File: src/rtl/palette_ram_arbiter_pkg.sv
// rtl/palette_ram_arbiter_pkg.sv - shared types and widths for the palette RAM arbiter
package palette_arb_pkg;

  localparam int PAL_AW   = 13;
  localparam int PAL_DW   = 16;
  localparam int BE_UPPER = 1;
  localparam int BE_LOWER = 0;

  typedef enum logic [1:0] {
    IDLE    = 2'd0,
    RD_WAIT = 2'd1,
    ACK     = 2'd2
  } arb_state_t;

endpackage

File: src/rtl/palette_ram_arbiter_if.sv
// rtl/palette_ram_arbiter_if.sv - video, CPU and SRAM signals around the palette arbiter
interface palette_ram_arbiter_if;
  import palette_arb_pkg::*;

  logic              ce_pixel;
  logic [PAL_AW-1:0] vid_addr;
  logic [PAL_DW-1:0] vid_data;
  logic              cpu_req;
  logic              cpu_we;
  logic [PAL_AW-1:0] cpu_addr;
  logic [1:0]        cpu_be;
  logic [PAL_DW-1:0] cpu_din;
  logic [PAL_DW-1:0] cpu_dout;
  logic              cpu_ack;
  logic [PAL_AW-1:0] ram_addr;
  logic [PAL_DW-1:0] ram_din;
  logic [PAL_DW-1:0] ram_dout;
  logic [1:0]        ram_we;

  // arbiter side
  modport slave (
    input  ce_pixel, vid_addr, cpu_req, cpu_we, cpu_addr, cpu_be, cpu_din, ram_din,
    output vid_data, cpu_dout, cpu_ack, ram_addr, ram_dout, ram_we
  );

  // video pipeline, CPU and SRAM side
  modport master (
    output ce_pixel, vid_addr, cpu_req, cpu_we, cpu_addr, cpu_be, cpu_din, ram_din,
    input  vid_data, cpu_dout, cpu_ack, ram_addr, ram_dout, ram_we
  );

endinterface

File: src/rtl/palette_ram_arbiter.sv
// rtl/palette_ram_arbiter.sv - shares the single-port palette SRAM between pixel lookups and CPU accesses
module palette_ram_arbiter
  import palette_arb_pkg::*;
#(
  parameter int STARVE_LIMIT = 8
) (
  input  logic                 clk,
  input  logic                 reset,
  palette_ram_arbiter_if.slave bus
);

  localparam int CW = $clog2(STARVE_LIMIT + 1);

  arb_state_t        state;
  logic [CW-1:0]     starve_cnt;
  logic              starve;
  logic              cpu_slot;
  logic              vid_pend;
  logic              cpu_ack;
  logic [PAL_DW-1:0] cpu_dout;
  logic [PAL_DW-1:0] vid_data;

  assign starve   = (starve_cnt == CW'(STARVE_LIMIT));
  assign cpu_slot = (state == IDLE) & bus.cpu_req & (~bus.ce_pixel | starve);

  assign bus.ram_addr = cpu_slot ? bus.cpu_addr : bus.vid_addr;
  // the FSM sits in IDLE under reset, so the strobes need explicit gating
  assign bus.ram_we   = (cpu_slot & bus.cpu_we & ~reset) ? bus.cpu_be : 2'b00;
  assign bus.ram_dout = bus.cpu_din;
  assign bus.cpu_ack  = cpu_ack;
  assign bus.cpu_dout = cpu_dout;
  assign bus.vid_data = vid_data;

  always_ff @(posedge clk or posedge reset) begin
    if (reset) begin
      state      <= IDLE;
      cpu_ack    <= 1'b0;
      cpu_dout   <= '0;
      vid_data   <= '0;
      vid_pend   <= 1'b0;
      starve_cnt <= '0;
    end else begin
      // a forced CPU slot drops this pixel; vid_data simply holds
      vid_pend <= bus.ce_pixel & ~cpu_slot;
      if (vid_pend) vid_data <= bus.ram_din;

      if (cpu_slot || !bus.cpu_req)
        starve_cnt <= '0;
      else if (state == IDLE && bus.ce_pixel && !starve)
        starve_cnt <= starve_cnt + CW'(1);

      case (state)
        IDLE: begin
          if (cpu_slot) begin
            if (bus.cpu_we) begin
              state   <= ACK;
              cpu_ack <= 1'b1;
            end else begin
              state <= RD_WAIT;
            end
          end
        end
        RD_WAIT: begin
          cpu_dout <= bus.ram_din;
          cpu_ack  <= 1'b1;
          state    <= ACK;
        end
        ACK: begin
          if (!bus.cpu_req) begin
            cpu_ack <= 1'b0;
            state   <= IDLE;
          end
        end
        default: state <= IDLE;
      endcase
    end
  end

endmodule
File: src/flat_wrapper.sv
// flat-port wrapper written by rule: the top's interface ports become plain ports
module palette_ram_arbiter_flat import palette_arb_pkg::*;
#(
  parameter int STARVE_LIMIT = 8
)
  (clk, reset, bus_ce_pixel, bus_vid_addr, bus_cpu_req, bus_cpu_we, bus_cpu_addr, bus_cpu_be, bus_cpu_din, bus_ram_din, bus_vid_data, bus_cpu_dout, bus_cpu_ack, bus_ram_addr, bus_ram_dout, bus_ram_we);
  palette_ram_arbiter_if bus_i ();
  input  logic clk;
  input  logic reset;
  input wire logic [$bits(bus_i.ce_pixel)-1:0] bus_ce_pixel;
  input wire logic [$bits(bus_i.vid_addr)-1:0] bus_vid_addr;
  input wire logic [$bits(bus_i.cpu_req)-1:0] bus_cpu_req;
  input wire logic [$bits(bus_i.cpu_we)-1:0] bus_cpu_we;
  input wire logic [$bits(bus_i.cpu_addr)-1:0] bus_cpu_addr;
  input wire logic [$bits(bus_i.cpu_be)-1:0] bus_cpu_be;
  input wire logic [$bits(bus_i.cpu_din)-1:0] bus_cpu_din;
  input wire logic [$bits(bus_i.ram_din)-1:0] bus_ram_din;
  output wire logic [$bits(bus_i.vid_data)-1:0] bus_vid_data;
  output wire logic [$bits(bus_i.cpu_dout)-1:0] bus_cpu_dout;
  output wire logic [$bits(bus_i.cpu_ack)-1:0] bus_cpu_ack;
  output wire logic [$bits(bus_i.ram_addr)-1:0] bus_ram_addr;
  output wire logic [$bits(bus_i.ram_dout)-1:0] bus_ram_dout;
  output wire logic [$bits(bus_i.ram_we)-1:0] bus_ram_we;
  assign bus_i.ce_pixel = bus_ce_pixel;
  assign bus_i.vid_addr = bus_vid_addr;
  assign bus_i.cpu_req = bus_cpu_req;
  assign bus_i.cpu_we = bus_cpu_we;
  assign bus_i.cpu_addr = bus_cpu_addr;
  assign bus_i.cpu_be = bus_cpu_be;
  assign bus_i.cpu_din = bus_cpu_din;
  assign bus_i.ram_din = bus_ram_din;
  assign bus_vid_data = bus_i.vid_data;
  assign bus_cpu_dout = bus_i.cpu_dout;
  assign bus_cpu_ack = bus_i.cpu_ack;
  assign bus_ram_addr = bus_i.ram_addr;
  assign bus_ram_dout = bus_i.ram_dout;
  assign bus_ram_we = bus_i.ram_we;
  palette_ram_arbiter #(.STARVE_LIMIT(STARVE_LIMIT)) u_core (.clk(clk), .reset(reset), .bus(bus_i));
endmodule
File: config.mk
export PLATFORM = sky130hd
export DESIGN_NAME = palette_ram_arbiter_flat
export DESIGN_NICKNAME = d
export VERILOG_FILES = /design/src/rtl/palette_ram_arbiter_pkg.sv /design/src/rtl/palette_ram_arbiter_if.sv /design/src/rtl/palette_ram_arbiter.sv /design/src/flat_wrapper.sv
export SDC_FILE = /design/constraint.sdc
export NUM_CORES = 1
export LEC_CHECK = 0
export ABC_AREA = 1
export BUFFER_PORTS_ARGS = -buffer_cell sky130_fd_sc_hd__buf_4
export CAP_MARGIN = 15
export CORE_ASPECT_RATIO = 0.6
export CORE_UTILIZATION = 40
export DETAILED_ROUTE_END_ITERATION = 7
export PLACE_DENSITY = 0.79
export RECOVER_POWER = 100
export REMOVE_ABC_BUFFERS = 1
export SLEW_MARGIN = 30
export SYNTH_ARGS = -nofsm -noshare
export SYNTH_HDL_FRONTEND = slang
export SYNTH_SLANG_ARGS = --single-unit
File: constraint.sdc
create_clock -name clk -period 1.7 [get_ports clk]
set_input_delay 0.17 -clock clk [delete_from_list [all_inputs] [get_ports clk]]
set_output_delay 0.17 -clock clk [all_outputs]
set_load 0.02 [all_outputs]
==> results of run 1 <==
## power by group through the flow
stage          Combinational (mW)  Clock [mW]  Sequential [mW]
6_report                     2.25       0.749             1.44
5_1_grt                      2.46       0.811             1.49
4_1_cts                      2.11       0.767             1.44
3_5_place_dp                 1.91           0             1.47
3_3_place_gp                 1.87           0             1.45
2_1_floorplan               0.729           0             1.78
## flip-flops by register name, indices dropped and copies added (netlist names)
name and count:
u_core.vid_pend 1, u_core.bus.cpu_ack 1, u_core.state 2, u_core.starve_cnt 4, u_core.bus.cpu_dout 16, u_core.bus.vid_data 16
## final cells by class
| cell class | instances | area [um2] |
|---|---|---|
| clock buffers | 6 | 72.6 |
| well taps | 63 | 78.8 |
| fillers | 365 | 1550 |
| repair inverters | 1 | 6.26 |
| flip-flops and latches | 40 | 1000 |
| repair buffers | 117 | 950 |
| multi-input cells | 151 | 910 |
| inverters | 17 | 78.8 |
| clock inverters | 2 | 35.0 |
## per-stage QoR
step | setup TNS [ps] | setup WS, ps | hold slack [ps] | instances
after floorplan | -38.7 | -19.3 | 283 | 208
after global placement | 0 | 196 | 340 | 373
after detailed placement | 0 | 125 | 340 | 373
after CTS | -387 | -37.4 | 83.8 | 393
after global routing | -946 | -85.3 | 88.5 | 397
final | -124 | -32.0 | 92.1 | 397
## cells in the mapped netlist
master    count
o21ai_0       2
buf_6         1
nor2_2        1
a21oi_1       1
nor2_1        4
nand4_1       2
xnor2_1       1
buf_4        18
o22ai_1       1
nand3_1       6
nand2_4       1
dfrtp_1      40
o21bai_1      1
ha_1          5
clkinv_2      1
mux2_2       16
nand2_2       1
nand2_1     109
inv_4         1
inv_1        14
clkinv_1      1
buf_2         4
## worst max-delay path: stages (launching register included)
cell	delay, ps
dfrtp_1	390
inv_2	90
ha_4	140
nand3_4	60
nand2_4	90
nand2_8	90
buf_6	150
nand2_2	70
nand2_2	50
buf_6	130
## layout by cell type, fill, tap and decap left out, drive strengths merged, types with 2 or more instances in the layout
cell    Yosys  routed
buf        23     117
clkbuf      0       6
clkinv      2       3
dfrtp      40      40
ha          5       5
inv        15      16
mux2       16      16
nand2     111     111
nand3       6       6
nand4       2       2
nor2        5       5
o21ai       2       2
## layer usage
layer,part of all wire,up-vias
li1,-,901
met1,0.44,890
met4,0.0070,0
met5,0,-
met2,0.48,70
met3,0.076,7
## worst paths after layout
check / start / endpoint / slack [ps] / depth (start not counted)
hold / removal: bus_ram_din[12] / u_core.bus.cpu_dout[12] / 90 / 3
max in group asynchronous: reset / u_core.bus.vid_data[3] / 1250 / 3
setup / recovery: u_core.starve_cnt[1] / bus_ram_addr[0] / -30 / 9
setup reg to reg: u_core.starve_cnt[1] / u_core.state[1] / 180 / 11
min in group asynchronous: reset / u_core.starve_cnt[0] / 110 / 3
hold reg to reg: u_core.bus.cpu_dout[6] / u_core.bus.cpu_dout[6] / 480 / 2
## cells by family after synthesis
group / after synthesis
buffers and inverters: 40
XOR/XNOR: 1
adder cells (fa/ha/maj): 5
multiplexers: 16
AO/OA/AOI/OAI: 5
AND/OR/NAND/NOR: 124
flip-flops: 40
## timing repair
item	4_1_cts	5_1_grt
buffers inserted	10	4
cloned	2	0
endpoints found under the setup margin	15	15
resized for setup	28	38
pin swaps	4	17
==> metrics.csv, run 1 <==
metric,value,unit
Initial Utilization,0.428,
DRC viols,0,
post-DP HPWL,3.74,mm
final setup fails,11,
gr ovfl total,0,
Final nets,403,
RSZ-0062 raised after global routing,yes,
Netlist cell types,22,
CTS tree,built,
adder-cell area share of the yosys netlist,0.0312,
Mapped Area,2010,um2
min cycle time layout,1730,ps
initial antenna violation count,0,
Logic pwr share,0.506,
CP Capture Type,output port,
gr usage total,0.205,
clk sink count,40,
status,finished with violations,
share of cells above drive strength 1,0.539,
final hold violations,0,
routability cong.,0.808,
Antenna Diode Count,0,
final WL,5.44,mm
Final ANT Viol Nets,0,
mux contribution to synthesized area,0.0898,
simple-gate share of the synthesized area,0.245,
Max transition margin,0.670,
Clock Skews,5.58,ps
Hold Buf Count CTS,0,
via count,1868,
Peak VDD IR,759,uV
Synth top area share,0.499,
Vias/cell,4.71,
Die H,56.9,um
CP max FO,7,
"Clk pin slew, worst setup/hold paths",80,ps
largest family of logic cells by synthesized area,simple AND/OR/NAND/NOR gates,
final core utilization,0.669,
global-route wire length before repair,8.35,mm
ranking of synthesized cells by area,"dfrtp_1, nand2_1, mux2_2",
complex-gate fraction of the synthesized area,0.0143,
Worst Hold Class,primary input to register,
TritonCTS buffer count,5,
Switching Share,0.387,
Yosys top cell by area,dfrtp_1,
full die area,5310,um2
critical setup path kind,register to output port,
failing checks,negative setup slack,
clk root buf,clkbuf_8,
share of the clock period used by the worst path,1.02,
Arrival @ worst endpoint,1560,ps
PnR Total Power,4.44,mW
post-synthesis sequential area ratio,0.499,
Seq cells post-synth,40,
H-Tree Level Count,2,
Ports,129,
core area,4680,um2
Gate Count Post-Synth,231,
met3 Use GR,0.0827,
Yosys warning total,0,
vias in the first global route,1793,
routed len/inst,13.7,um
initial DRC count,62,
DP Area,2680,um2
Skew-Pair Late Insertion Delay,280,ps
GRT busiest layer,met2,
Worst-Margin Slew,495,ps
CP required,1530,ps
largest net degree at the start of global routing,41,
Max-Cap Viols,0,
met2 usage,0.311,
Clock power frac,0.169,
internal power,2.72,mW
final worst slack,-32.0,ps
PD cells,1420,nW/um2
Port Buffer Count,96,
Seq pwr share,0.325,
GR met1 Demand/Resource,0.277,
Net Switching,1.72,mW
Syn Area/Cell,8.68,um2
type of origin of the critical path,register,
f_max,577,MHz
"Slew Viols, Final",0,
DRT Pass-1 Iters,4,
Final Cell Area,3130,um2
chip width,93.4,um
Rows,19,
xor-xnor portion of the synthesized cell area,0.00437,
clk buf depth,2,
Layout area overhead,56.1,%
Leak,1.66,nW
Note: power is estimated with default switching activity, not from simulation.
==> run 2, diff against run 1 <==
- CORE_UTILIZATION: 40 -> 42
- PLACE_DENSITY: 0.79 -> 0.83
==> run 2 against run 1 <==
Effect of this change: the run still ends with negative setup slack left; clock-buffer cell count increased by 2; largest cell class unchanged; global-route usage increased by 1.3 points; first-iteration DRC count increased by 92%; core utilization decreased by 2.5 points; flip-flop and latch count unchanged; die area decreased by 4.6%; worst hold slack got worse by 1.6 ps.
==> metrics.csv, run 2 (same netlist as run 1, synthesis figures left out) <==
metric,value,unit,change
failing checks,negative setup slack,,
Max transition margin,0.354,,-0.316
Rows,19,,unchanged
final WL,5.55,mm,+2.0%
Final nets,401,,-0.50%
chip width,91.2,um,-2.4%
Port Buffer Count,96,,unchanged
Antenna Diode Count,0,,unchanged
Die H,55.5,um,-2.3%
"most common cell after layout, fill and taps aside",nand2_1,,
PnR Total Power,4.07,mW,-8.4%
DRC viols,0,,unchanged
"Clk pin slew, worst setup/hold paths",70,ps,about the same
area of the multi-input gates,892,um2,-1.9%
Arrival @ worst endpoint,1590,ps,+30 ps
Top delay family on crit path,buffers and inverters,,
clk sink count,40,,unchanged
CP required,1530,ps,about the same
RSZ-0062 raised after global routing,yes,,
final core utilization,0.644,,-0.0249
initial DRC count,119,,+92%
via count,1870,,+0.11%
CP max FO,7,,unchanged
Final Cell Area,2950,um2,-5.7%
critical setup path kind,register to output port,,
Vias/cell,4.73,,+0.61%
full die area,5070,um2,-4.6%
PD cells,1380,nW/um2,-2.9%
"Top cell by count, worst path",nand2_1,,
CTS tree,built,,
DP Area,2680,um2,unchanged
share of cells above drive strength 1,0.416,,-0.123
gr ovfl total,0,,unchanged
biggest regs,"u_core.bus.cpu_dout (16), u_core.bus.vid_data (16), u_core.starve_cnt (4)",,
status,finished with violations,,
"Slew Viols, Final",0,,unchanged
clk root buf,clkbuf_8,,
routability cong.,0.827,,+2.3%
Peak VDD IR,724,uV,-4.5%
"worst slack, placed",95.7,ps,-29.2 ps
Sequential Area,1000,um2,unchanged
Ports,129,,unchanged
routed len/inst,14.0,um,+2.5%
Hold Buf Count CTS,0,,unchanged
TritonCTS buffer count,5,,unchanged
core area,4590,um2,-2.0%
global-route wire length before repair,8.51,mm,+2.0%
Skew-Pair Late Insertion Delay,280,ps,about the same
f_max,568,MHz,-1.6%
cell breakdown of the critical path,"inv_2, ha_2, nand2_2, inv_4, nand2_8, clkinv_8, buf_12, nand2_1, nand2_1, buf_6",,
"commonest non-fill, non-tap cells in the layout","nand2_1, buf_4, dfrtp_1",,
initial antenna violation count,0,,unchanged
WP buf/inv,5,,+2
Clock Skews,2.29,ps,-3.29 ps
type of origin of the critical path,register,,
Initial Utilization,0.437,,+0.00888
Leak,1.55,nW,-6.8%
Max-Cap Viols,0,,unchanged
DRT Pass-1 Iters,4,,unchanged
final hold violations,0,,unchanged
clk buf depth,2,,unchanged
Worst-Margin Slew,969,ps,+474 ps
setup TNS,-534,ps,-410 ps
final setup fails,15,,+4
gr usage total,0.218,,+0.0131
Layout area overhead,47.3,%,
final worst slack,-59.4,ps,-27.5 ps
Final ANT Viol Nets,0,,unchanged
FILL cells,418,,+15%
"Slowest-stage cell, CP",dfrtp_1,,
share of the clock period used by the worst path,1.03,,+0.0162
vias in the first global route,1814,,+1.2%
CP Capture Type,output port,,
post-DP HPWL,3.66,mm,-2.0%
min cycle time layout,1760,ps,+27.5 ps
largest net degree at the start of global routing,41,,unchanged
Worst Hold Class,primary input to register,,
H-Tree Level Count,2,,unchanged
CP max stage delay,400,ps,about the same
==> run 2: worst paths after layout <==
check	slack (ps)	cells past startpoint	to	startpoint
max	-60	10	bus_ram_addr[2]	u_core.state[1]
min	90	3	u_core.bus.cpu_dout[12]	bus_ram_din[12]
max reg2reg	180	11	u_core.state[1]	u_core.state[1]
min reg2reg	470	2	u_core.bus.cpu_dout[13]	u_core.bus.cpu_dout[13]
max in group asynchronous	850	3	u_core.bus.vid_data[12]	reset
min in group asynchronous	240	3	u_core.starve_cnt[2]	reset
==> run 2: timing repair <==
| item | CTS | global route |
|---|---|---|
| buffers inserted | 11 | 3 |
| endpoints found under the setup margin | 15 | 15 |
| pin swaps | 9 | 13 |
| resized for setup | 34 | 26 |
==> run 2: stage by stage <==
step	hold slack, ps	instances
floorplan	283	208
global placement	340	373
detailed placement	340	373
CTS	80.2	392
global route	86.3	395
finish	90.5	395
==> run 2: power breakdown <==
part | total, mW | switching (mW) | internal [mW]
clock | 0.639 | 0.308 | 0.331
combinational | 2.00 | 1.23 | 0.772
sequential | 1.43 | 0.169 | 1.26
total | 4.07 | 1.70 | 2.36
==> run 2: metal layers <==
metal | vias to the layer above | global-route usage | share of wire
li1 | 898 | - | -
met1 | 876 | 0.269 | 0.41
met2 | 85 | 0.350 | 0.49
met3 | 11 | 0.0937 | 0.082
met4 | 0 | 0.0635 | 0.017
met5 | - | 0 | 0
==> run 2: cell type report <==
cell class / instances / area share
well taps: 63 / 0.0267
flip-flops and latches: 40 / 0.339
repair buffers: 116 / 0.275
inverters: 17 / 0.0267
multi-input cells: 151 / 0.302
clock buffers: 8 / 0.0305
==> run 2: tightest hold or removal path, stage by stage <==
cell and delay, ps:
buf_4 80, nand2_1 40, nand2_1 50
